### config.mk
export PLATFORM = sky130hd
export DESIGN_NAME = key_onehot_capture_flat
export DESIGN_NICKNAME = d
export VERILOG_FILES = /design/src/rtl/key_onehot_if.sv /design/src/rtl/key_onehot_capture.sv /design/src/flat_wrapper.sv
export SDC_FILE = /design/constraint.sdc
export NUM_CORES = 1
export LEC_CHECK = 0
export CORE_MARGIN = 8
export CORE_UTILIZATION = 50
export DETAILED_ROUTE_END_ITERATION = 7
export GPL_TIMING_DRIVEN = 1
export PLACE_DENSITY = 0.67
export SLEW_MARGIN = 5
export SYNTH_ARGS = -nofsm -noshare
export SYNTH_HDL_FRONTEND = slang
export SYNTH_SLANG_ARGS = --single-unit
export TNS_END_PERCENT = 50
### constraint.sdc
create_clock -name clk -period 2.1 [get_ports clk]
set_input_delay 0.315 -clock clk [delete_from_list [all_inputs] [get_ports clk]]
set_output_delay 0.315 -clock clk [all_outputs]
set_load 0.005 [all_outputs]
### src/rtl/key_onehot_if.sv
// Key capture bus: raw key lines and ack in, captured one-hot code and status out.
interface key_onehot_if;
   logic [7:0] key_raw;
   logic       ack;
   logic [7:0] y_out;
   logic       en_out;
   logic       busy;
   logic       overrun;

   modport master (
      output key_raw, ack,
      input  y_out, en_out, busy, overrun
   );

   modport slave (
      input  key_raw, ack,
      output y_out, en_out, busy, overrun
   );
endinterface

### src/rtl/key_onehot_capture.sv
// Synchronises and debounces eight push-buttons and captures one press at a time
// as a one-hot word with enable, held until the consumer acknowledges it.
module key_onehot_capture #(
   parameter int unsigned DEBOUNCE_CYCLES = 16
) (
   input logic        clk,
   input logic        rst,
   key_onehot_if.slave bus
);

   localparam int unsigned N_KEYS = 8;
   localparam int unsigned CNT_W  = 16;

   typedef enum logic [1:0] {
      IDLE     = 2'd0,
      HOLD     = 2'd1,
      WAIT_REL = 2'd2
   } state_t;

   logic [N_KEYS-1:0] sync1;
   logic [N_KEYS-1:0] key_s;
   logic [N_KEYS-1:0] db;
   logic [N_KEYS-1:0] db_d;
   logic [N_KEYS-1:0] pe;
   logic [N_KEYS-1:0] pick;
   logic [CNT_W-1:0]  cnt [N_KEYS];

   state_t            state;
   state_t            state_nxt;
   logic [N_KEYS-1:0] y_q;
   logic [N_KEYS-1:0] y_nxt;
   logic              en_q;
   logic              en_nxt;
   logic              busy_q;
   logic              busy_nxt;
   logic              ovr_q;
   logic              ovr_nxt;

   // Two-flop synchroniser on the asynchronous key lines
   always_ff @(posedge clk) begin
      if (rst) begin
         sync1 <= '0;
         key_s <= '0;
      end else begin
         sync1 <= bus.key_raw;
         key_s <= sync1;
      end
   end

   // Per-key stability counter; the debounced state flips only after a full run of disagreement
   always_ff @(posedge clk) begin
      if (rst) begin
         db   <= '0;
         db_d <= '0;
         for (int i = 0; i < int'(N_KEYS); i++) begin
            cnt[i] <= '0;
         end
      end else begin
         db_d <= db;
         for (int i = 0; i < int'(N_KEYS); i++) begin
            if (key_s[i] == db[i]) begin
               cnt[i] <= '0;
            end else if (cnt[i] == CNT_W'(DEBOUNCE_CYCLES - 1)) begin
               db[i]  <= ~db[i];
               cnt[i] <= '0;
            end else begin
               cnt[i] <= cnt[i] + CNT_W'(1);
            end
         end
      end
   end

   assign pe = db & ~db_d;

   // Highest-index press edge wins when several arrive together
   always_comb begin
      pick = '0;
      for (int i = 0; i < int'(N_KEYS); i++) begin
         if (pe[i]) begin
            pick    = '0;
            pick[i] = 1'b1;
         end
      end
   end

   // State and output registers
   always_ff @(posedge clk) begin
      if (rst) begin
         state  <= IDLE;
         y_q    <= '0;
         en_q   <= 1'b0;
         busy_q <= 1'b0;
         ovr_q  <= 1'b0;
      end else begin
         state  <= state_nxt;
         y_q    <= y_nxt;
         en_q   <= en_nxt;
         busy_q <= busy_nxt;
         ovr_q  <= ovr_nxt;
      end
   end

   // Next-state logic
   always_comb begin
      state_nxt = state;
      case (state)
         IDLE:     if (|pe) state_nxt = HOLD;
         HOLD:     if (bus.ack) state_nxt = (|db) ? WAIT_REL : IDLE;
         WAIT_REL: if (~|db) state_nxt = IDLE;
         default:  state_nxt = IDLE;
      endcase
   end

   // Output next values; edges seen while busy are dropped but flagged
   always_comb begin
      y_nxt    = y_q;
      en_nxt   = en_q;
      ovr_nxt  = ovr_q | ((state != IDLE) & (|pe));
      busy_nxt = (state_nxt != IDLE);
      case (state)
         IDLE: begin
            if (|pe) begin
               y_nxt  = pick;
               en_nxt = 1'b1;
            end
         end
         HOLD: begin
            if (bus.ack) begin
               y_nxt  = '0;
               en_nxt = 1'b0;
            end
         end
         WAIT_REL: begin
            y_nxt  = '0;
            en_nxt = 1'b0;
         end
         default: begin
            y_nxt  = '0;
            en_nxt = 1'b0;
         end
      endcase
   end

   assign bus.y_out   = y_q;
   assign bus.en_out  = en_q;
   assign bus.busy    = busy_q;
   assign bus.overrun = ovr_q;

endmodule

### src/flat_wrapper.sv
// flat-port wrapper written by rule: the top's interface ports become plain ports
module key_onehot_capture_flat 
#(
   parameter int unsigned DEBOUNCE_CYCLES = 16
)
  (clk, rst, bus_key_raw, bus_ack, bus_y_out, bus_en_out, bus_busy, bus_overrun);
  key_onehot_if bus_i ();
  input logic clk;
  input logic rst;
  input wire logic [$bits(bus_i.key_raw)-1:0] bus_key_raw;
  input wire logic [$bits(bus_i.ack)-1:0] bus_ack;
  output wire logic [$bits(bus_i.y_out)-1:0] bus_y_out;
  output wire logic [$bits(bus_i.en_out)-1:0] bus_en_out;
  output wire logic [$bits(bus_i.busy)-1:0] bus_busy;
  output wire logic [$bits(bus_i.overrun)-1:0] bus_overrun;
  assign bus_i.key_raw = bus_key_raw;
  assign bus_i.ack = bus_ack;
  assign bus_y_out = bus_i.y_out;
  assign bus_en_out = bus_i.en_out;
  assign bus_busy = bus_i.busy;
  assign bus_overrun = bus_i.overrun;
  key_onehot_capture #(.DEBOUNCE_CYCLES(DEBOUNCE_CYCLES)) u_core (.clk(clk), .rst(rst), .bus(bus_i));
endmodule
==> impl_metrics.toml <==
[worst_setup_path]
arrival_ns = 2.05
r2r_setup_slack_ns = 0.22
cp.required_ns = 2.28
startpoint_type = "flop"
endpoint_kind = "flop"
r2r_end = "u_core.cnt[0][40]"
r2r_cells = 6
worst-path-max-fanout = 11
criticalPathCategory = "flop to flop"
rr_startpoint = "u_core.cnt[0][32]"

[yosys]
synthDistinctLibCells = 43
synth_ff_type = "edfxtp_1"
syn_area_um2 = 8393
ys_ff_latch = 173
synth_edf_count = 128
synth_warnings = 0
ys_seq_area_share_pct = 56.53
synthArstFlopShare_pct = 0
syn_avg_cell_area_um2 = 10.66
syn_inst = 787

[clocking]
clkLatencyLatePin_ns = 0.42
cts_buffer_depth = 2
cts_tree = "yes"
cts_buffers = 17
cts_resized = 0
postCtsSetupRepairBufs = 0
clk_pin_slew_worst_paths_ns = 0.06
cts-root-buf = "clkbuf_16"
cts.sinks = 173
htreeDepth = 4
cts_hold_buf = 0

[floorplanning]
die_w_um = 145.6
fp.dieH_um = 145.6
ios = 22
start_util_pct = 50.79
core_area_um2 = 16520
dieArea_um2 = 21190
core.rowCount = 47

[layout]
mostFrequentLayoutCells = "nor2_1 (135), edfxtp_1 (128), conb_1 (128)"
nets = 971
final_common_cell = "nor2_1"
drive_gt1_share_pct = 5.907
diodes = 0
syn2layout_area_growth_pct = 19.53

[sta]
maxSlewViolCount = 0
tns_ns = 0
fin_skew_ns = 0.008553
maxSlewHeadroom_pct = 61.45
fmax_ghz = 0.5331
hold_viol_final = 0
rsz0062_at_grt = "false"
fin_crit_sh_pct = 89.32
worst_slack_ns = 0.2243
finalSetupViolations = 0
tightest_slew_ns = 0.5772
post-route-min-period_ns = 1.876

[pwr]
power_density_nw_per_um2 = 740.0
pwr-share-clk_pct = 43.4
power.leakage_uw = 0.003548
p_comb_share_pct = 3.8
p_int_uw = 5888
seqPwrFrac_pct = 52.9
netSwitchingFraction_pct = 20.69
p_switching_uw = 1536
ir_worst_vdd_v = 0.0005900

[placement]
dpl.hpwl_um = 10300
place_ws_ns = 0.1172
io_buffers = 21
routabilityCongestion = 0.8057

[route]
first_pass_iters = 5
drtAntennaViolNets = 0
first_iter_violations = 250
route.detailed.drc = 0
wl_um = 14300
routedWlPerCell_um = 12.07
vias_per_cell = 4.921
vias = 5831

[global_route]
antenna_found_initial = 0
grtUsageTotal_pct = 13.96
grt_start_max_net_pins = 18
grt-ovfl-total = 0
grt_pass1_wl_um = 24490
grt_pass1_vias = 5284

[min_path]
hold_class = "input pin to flop"
holdPathStages = 2
hp-start = "rst"
worstHoldEndpoint = "u_core.db[2]"

[run_status]
status = "completed"

[run]
max-cap-violations = 0
==> state kept, by name, summed over array words and instances, names as in the netlist <==
| signal | cells |
|---|---|
| u_core.db_d | 8 |
| u_core.key_s | 8 |
| u_core.sync1 | 8 |
| u_core.bus.en_out | 1 |
| u_core.db | 8 |
| u_core.cnt | 128 |
| u_core.bus.busy | 1 |
| u_core.state | 2 |
| u_core.bus.y_out | 8 |
| u_core.bus.overrun | 1 |
==> worst max-delay path, cell delays in order (launching register included) <==
cell	delay, ns
edfxtp_1	0.38
ha_1	0.19
and3_1	0.32
nand4_1	0.25
nand2_2	0.25
buf_4	0.17
nor2_1	0.06
==> layout make-up <==
| class | count | area [µm²] |
|---|---|---|
| timing repair buffer | 38 | 332.8 |
| multi-input combinational | 710 | 4009 |
| clock buffer | 24 | 556.8 |
| inverter | 12 | 45.04 |
| tap | 220 | 275.3 |
| clock inverter | 8 | 68.82 |
| sequential | 173 | 4745 |
| fill | 1415 | 6492 |
==> how the worst max path moves through the flow <==
| stage | start | endpoint | slack, ns | cells after the start |
|---|---|---|---|---|
| 4_1_cts | u_core.cnt[0][32] | u_core.cnt[0][40] | 0.11 | 6 |
| 2_1_floorplan | u_core.cnt[0][32] | u_core.cnt[0][37] | 0.26 | 7 |
| 6_report | u_core.cnt[0][32] | u_core.cnt[0][40] | 0.22 | 6 |
| 3_3_place_gp | u_core.cnt[0][32] | u_core.cnt[0][43] | 0.20 | 6 |
| 3_5_place_dp | u_core.cnt[0][32] | u_core.cnt[0][41] | 0.12 | 6 |
| 5_1_grt | u_core.cnt[0][32] | u_core.cnt[0][40] | 0.07 | 6 |
==> cell families (layout without fill, tap and decap cells) <==
family	count (synthesis)	in the layout	synth area share [%]
simple gates	421	421	25.73
flops	173	173	56.53
xor+xnor	111	111	11.58
compound gates	34	34	2.549
buf+inv	31	82	1.416
fa+ha+maj	8	8	1.193
mux	8	8	0.9541
other cells	1	128	0.04468
==> synth_stat cells (all sizes together), types with 7 or more instances <==
cell	n	share of area [%]
nor4	44	3.3
and3	17	1.3
o21ai	10	0.60
mux2i	8	0.95
or3	7	0.52
inv	12	0.54
or2	7	0.52
xor2	37	3.9
nand3	35	2.1
edfxtp	128	46
clkbuf	17	0.76
and4	10	1.0
dfxtp	45	11
ha	8	1.2
nor2	135	6.0
nor2b	32	2.4
nand4	45	3.6
xnor2	74	7.7
nand2	47	2.1
a21oi	9	0.54
nor3	28	1.7
==> per-stage QoR <==
step	total power, µW	hold WS [ns]	utilization (%)	std cells	area [µm²]
3_3_place_gp	4263	0.4189	56.91	1153	9404
4_1_cts	7510	0.2064	60.70	1185	10030
5_1_grt	7701	0.2385	60.71	1185	10030
6_report	7424	0.2314	60.71	1185	10030
3_5_place_dp	4268	0.4218	56.91	1153	9404
2_1_floorplan	4172	0.4138	-	914	8870
==> power groups by stage <==
stage	Clock [µW]	Sequential [µW]	Combinational, µW
4_1_cts	3310	3920	275
5_1_grt	3440	3940	320
2_1_floorplan	0	3960	212
6_report	3220	3920	279
3_5_place_dp	0	4000	271
3_3_place_gp	0	3990	271
==> metal layers <==
metal	routed length [µm]	vias up	global-route usage (%)
met5	0	-	0
met4	269	0	6.299
met2	6346	67	20.89
li1	-	3064	-
met1	7282	2679	19.10
met3	404	21	2.985
No activity file was read; power rests on OpenSTA's default activity.
==> RTL change 1 (same flow settings) <==
The localparam `CNT_W` goes from 16 to 20.
--- a/src/rtl/key_onehot_capture.sv
+++ b/src/rtl/key_onehot_capture.sv
@@ -10,5 +10,5 @@
 
    localparam int unsigned N_KEYS = 8;
-   localparam int unsigned CNT_W  = 16;
+   localparam int unsigned CNT_W  = 20;
 
    typedef enum logic [1:0] {
Behaviour: no difference found for any inputs over 10 cycles, from zero or initial values and one cycle with rst high; that may be too few to reach the edited logic, so the function may still have changed.
==> RTL change 1 against the unedited design <==
  * Critical path depth fell by 1
  * Largest cell class unchanged
  * First-iteration DRC count rose by 22%
  * Total power rose by 25%
  * Critical endpoint is now u_core.cnt[0][76]
  * Clock power rose by 32%
  * Synthesized area rose by 26%
  * Core utilization fell by 0.057 points
  * Final area rose by 26%
  * Sequential cell count rose by 32
  * Via count rose by 33%
  * Wire length rose by 36%
  * Worst setup slack got worse by 34 ps
  * Largest power group unchanged
  * Combinational power rose by 28%
==> RTL change 1: results (changes against the unedited design) <==
| Metric | Value |
|---|---|
| WP data arrival | `2270 ps (was 2050 ps)` |
| Max FFs per register | `160 (was 128)` |
| CTS clock-pin slew for the worst setup and hold paths | `60 ps (about the same)` |
| Root Buffer | `clkbuf_16 (unchanged)` |
| Via count | `7773 (was 5831)` |
| DR iter-0 viols | `305 (was 250)` |
| Post-synth EDFFs | `160 (was 128)` |
| Run status | `finished clean (unchanged)` |
| Dominant cells by area after synthesis | `edfxtp_1 45%, xnor2_1 8.5%, dfxtp_1 8.5% (was edfxtp_1 46%, dfxtp_1 11%, xnor2_1 7.7%)` |
| Clock Tree Buf Depth | `3 (was 2)` |
| Placer Congestion | `0.8421 (was 0.8057)` |
| Warnings, synthesis | `0 (unchanged)` |
| Post-synth ARST share | `0% (unchanged)` |
| Biggest register | `u_core.cnt (unchanged)` |
| Skew final | `9.398 ps (was 8.553 ps)` |
| Post-layout min period | `1910 ps (was 1876 ps)` |
| # H-tree levels | `1 (was 4)` |
| Initial Utilization | `50.70% (was 50.79%)` |
| First-pass GRT wire length | `34.27 mm (was 24.49 mm)` |
| Register area share after synthesis | `53.88% (was 56.53%)` |
| Worst hold path type | `in -> reg (unchanged)` |
| Share of layout cells above drive strength 1 | `6.719% (was 5.907%)` |
| Port bufs | `21 (unchanged)` |
| Least-Margin Pin Slew | `559.9 ps (was 577.2 ps)` |
| Commonest cells post-synth | `172 x nor2_1, 160 x edfxtp_1, 103 x xnor2_1 (was 135 x nor2_1, 128 x edfxtp_1, 74 x xnor2_1)` |
| Largest net degree at the start of global routing | `37 (was 18)` |
| # diodes | `0 (unchanged)` |
| Post-cts sizing count | `0 (unchanged)` |
| TritonCTS Buffers | `24 (was 17)` |
| Worst-Skew Late Latency | `510 ps (was 420 ps)` |
| DRT Pass-1 Iters | `4 (was 5)` |
| WL/cell | `12.64 um (was 12.07 um)` |
| Synth Flop Type | `edfxtp_1 (unchanged)` |
| Reg-to-reg slack, setup | `190 ps (was 220 ps)` |
| Synth cell types | `53 (was 43)` |
| Vias in the first global route | `7267 (was 5284)` |
| Dpl hpwl | `14.02 mm (was 10.30 mm)` |
| Worst-path maximum fanout | `7 (was 11)` |
| Gr usage total | `15.40% (was 13.96%)` |
| NumNets Final | `1266 (was 971)` |
| Final Hold Slack | `184.3 ps (was 231.4 ps)` |
| Max VDD drop | `0.0005646 V (was 0.0005900 V)` |
| Pleak | `0.004524 uW (was 0.003548 uW)` |
| Post-CTS setup repair buffer count | `0 (unchanged)` |
| Initial antenna violation count | `0 (unchanged)` |
| DP Worst Slack | `220.3 ps (was 117.2 ps)` |
==> RTL change 1: cell count changes after synthesis, moves of 18 or more <==
cell and delta:
edfxtp_1 +32, inv_1 +36, nand3_1 +22, nor2_1 +37, nor4_1 +23, xnor2_1 +29, xor2_1 -18
==> RTL change 1: power breakdown <==
part	switching [uW]	internal [uW]	leakage [uW]
Sequential	174	4520	0.00202
Combinational	198	158	0.00209
Clock	1610	2630	0.000416
==> RTL change 1: stage by stage <==
step                instances  area [um2]  power [uW]
global placement         1496       11840        5118
finish                   1540       12670        9295
floorplan                1199       11190        5005
detailed placement       1496       11840        5126
global route             1540       12670        9631
CTS                      1540       12670        9393
==> RTL change 1: final cells by class <==
cell class	instances	area, um2
Clock buffer	30	708.2
Timing Repair Buffer	47	412.9
Inverter	48	180.2
Multi-Input combinational cell	921	5201
Tap cell	275	344.1
Fill cell	1832	8219
Clock inverter	14	117.6
Sequential cell	205	5705
==> RTL change 1: logic make-up after synthesis <==
family | share of synthesized area, %
simple gates | 26.95
flops | 53.88
xor+xnor | 10.09
compound gates | 4.891
buf+inv | 2.646
fa+ha+maj | 0.9452
mux | 0.5671
other cells | 0.03541
==> RTL change 1: path summary, 6_finish.rpt <==
path | startpoint | to | cells past startpoint
max | u_core.cnt[0][60] | u_core.cnt[0][76] | 5
min | rst | u_core.sync1[5] | 2
max reg2reg | u_core.cnt[0][60] | u_core.cnt[0][76] | 5
min reg2reg | u_core.sync1[3] | u_core.key_s[3] | 1
==> RTL change 1: worst max-delay path, stage by stage (launching register included) <==
cell      delay, ps
edfxtp_1        420
ha_1            270
nand2_1          90
or3_1           410
or4_1           430
a21oi_1         150
==> RTL change 1: layer usage <==
layer / GRT usage, % / wire, um / up-vias
met5: 0 / 0 / -
met4: 5.387 / 531 / 0
met3: 2.672 / 728 / 34
met2: 24.58 / 8667 / 94
met1: 20.80 / 9542 / 3574
li1: - / - / 4071
==> RTL change 2 (same settings) <==
Made on the original files. Reset style: asynchronous (`rst`), changed in 3 clocked blocks.
--- a/src/rtl/key_onehot_capture.sv
+++ b/src/rtl/key_onehot_capture.sv
@@ -38,5 +38,5 @@
 
    // Two-flop synchroniser on the asynchronous key lines
-   always_ff @(posedge clk) begin
+   always_ff @(posedge clk or posedge rst) begin
       if (rst) begin
          sync1 <= '0;
@@ -49,5 +49,5 @@
 
    // Per-key stability counter; the debounced state flips only after a full run of disagreement
-   always_ff @(posedge clk) begin
+   always_ff @(posedge clk or posedge rst) begin
       if (rst) begin
          db   <= '0;
@@ -85,5 +85,5 @@
 
    // State and output registers
-   always_ff @(posedge clk) begin
+   always_ff @(posedge clk or posedge rst) begin
       if (rst) begin
          state  <= IDLE;
Check against the original RTL: same outputs for any inputs over 10 cycles, from zero or initial values and one cycle with rst high; that may be too few to reach the edited logic, so the function may still have changed.
==> RTL change 2 against the unedited design <==
  * First-iteration DRC count grew 11%
  * Synthesized area down 7.4%
  * Total power fell by 4.2%
  * Clock skew down 2.2 ps
  * Sequential cell count is the same
  * Worst setup slack improved by 40 ps
  * Final area down 12%
  * Via count fell by 5.1%
  * Count of clock-buffer cells in the layout decreased by 3
  * Wire length grew 1.8%
==> RTL change 2: results (changes against the unedited design) <==
| Metric | Value |
|---|---|
| Worst-Skew Late Latency | `420 ps (about the same)` |
| Clock Tree Buf Depth | `2 (unchanged)` |
| Synth cell types | `36 (was 43)` |
| Gr usage total | `15.46% (was 13.96%)` |
| # diodes | `0 (unchanged)` |
| Worst-path maximum fanout | `15 (was 11)` |
| Final Hold Slack | `236.9 ps (was 231.4 ps)` |
| Root Buffer | `clkbuf_16 (unchanged)` |
| Dpl hpwl | `10.05 mm (was 10.30 mm)` |
| Setup TNS | `0 ps (unchanged)` |
| Post-Syn Area per Cell | `10.27 um2 (was 10.66 um2)` |
| TritonCTS Buffers | `17 (unchanged)` |
| Placer Congestion | `0.8847 (was 0.8057)` |
| Post-CTS setup repair buffer count | `0 (unchanged)` |
| DRT Pass-1 Iters | `5 (unchanged)` |
| Port bufs | `21 (unchanged)` |
| Commonest cells post-synth | `173 x dfrtp_1, 135 x nor2_1, 92 x xnor2_1 (was 135 x nor2_1, 128 x edfxtp_1, 74 x xnor2_1)` |
| Max FFs per register | `128 (unchanged)` |
| Placed insts | `964 (was 1153)` |
| # H-tree levels | `4 (unchanged)` |
| First-pass GRT wire length | `25.33 mm (was 24.49 mm)` |
| Max VDD drop | `0.0005903 V (was 0.0005900 V)` |
| DP Worst Slack | `264.8 ps (was 117.2 ps)` |
| Post-synth ARST share | `100.0% (was 0%)` |
| Vias in the first global route | `5422 (was 5284)` |
| WP data arrival | `2120 ps (was 2050 ps)` |
| Final period util | `87.43% (was 89.32%)` |
| WL/cell | `14.67 um (was 12.07 um)` |
| Initial antenna violation count | `0 (unchanged)` |
| NumNets Final | `814 (was 971)` |
| Worst hold path type | `in -> async (was in -> reg)` |
| Share of layout cells above drive strength 1 | `5.839% (was 5.907%)` |
| Warnings, synthesis | `0 (unchanged)` |
| Biggest register | `u_core.cnt (unchanged)` |
| Worst R2R Path Depth | `5 (was 6)` |
| DR iter-0 viols | `278 (was 250)` |
| Worst rel slew slack | `63.04% (was 61.45%)` |
| Crit path launch | `u_core.cnt[0] (was u_core.cnt[0][32])` |
| Run status | `finished clean (unchanged)` |
| # fillers | `1264 (was 1415)` |
| Pleak | `0.003621 uW (was 0.003548 uW)` |
| Post-cts sizing count | `0 (unchanged)` |
| Post-DP Area | `0.008290 mm2 (was 0.009404 mm2)` |
| Total routed wirelength | `14.56 mm (was 14.30 mm)` |
| Critical path endpoint category | `flip-flop (unchanged)` |
| Syn Nets | `776` |
| Drt via density | `5.572 (was 4.921)` |
| Largest net degree at the start of global routing | `42 (was 18)` |
| Design Area, Final | `0.008836 mm2 (was 0.01003 mm2)` |
| FF-to-FF End | `u_core.cnt[2] (was u_core.cnt[0][40])` |
| Skew final | `6.341 ps (was 8.553 ps)` |
| Dominant cells by area after synthesis | `dfrtp_1 56%, xnor2_1 10%, nor2_1 6.5% (was edfxtp_1 46%, dfxtp_1 11%, xnor2_1 7.7%)` |
| Register area share after synthesis | `55.70% (was 56.53%)` |
| CTS clock-pin slew for the worst setup and hold paths | `60 ps (about the same)` |
[RTL change 2: cell types whose count changed in the layout (fill, tap and decap cells not counted), sizes merged, moves of 8 or more]
cell / unedited run / this run
edfxtp: 128 / 0
dfrtp: 0 / 173
conb: 128 / 0
dfxtp: 45 / 0
xor2: 37 / 24
nor2b: 32 / 7
and4: 10 / 0
xnor2: 74 / 92
mux2i: 8 / 0
nor3: 28 / 41
buf: 18 / 7
mux2: 0 / 8
[RTL change 2: cells by family (layout without fill, tap and decap cells)]
family | after synthesis | count (layout) | synth area share, %
AO/OA/AOI/OAI | 25 | 25 | 2.189
adder cells (fa/ha/maj) | 8 | 8 | 1.288
AND/OR/NAND/NOR | 398 | 398 | 25.19
multiplexers | 8 | 8 | 1.159
buffers and inverters | 29 | 77 | 1.400
flip-flops | 173 | 173 | 55.70
XOR/XNOR | 116 | 116 | 13.07
[RTL change 2: final cells by class]
class / instances / share of cell area [%]
clock inverters: 8 / 1.076
flip-flops and latches: 173 / 48.99
inverters: 20 / 0.8921
clock buffers: 21 / 5.098
multi-input cells: 555 / 37.74
well taps: 188 / 2.662
repair buffers: 28 / 3.540
[RTL change 2: worst max-delay path, cell delays in order (launching register included)]
cell and delay [ps]:
dfrtp_1 400, ha_1 220, nand3_1 210, nand4b_1 320, nand2_1 440, nor2_1 100
[RTL change 2: routing by layer]
layer	part of all wire (%)	up-vias	global-route usage [%]
li1	-	2701	-
met4	0.81	0	4.186
met5	0	-	0
met1	47	2728	20.37
met3	3.2	11	4.220
met2	49	93	24.68
[RTL change 2: where the power goes]
part           leakage, uW  total (uW)  internal, uW  switching (uW)
sequential         0.00234        3610          3480             136
combinational      0.00102         540           282             258
clock             0.000264        2960          1750            1200
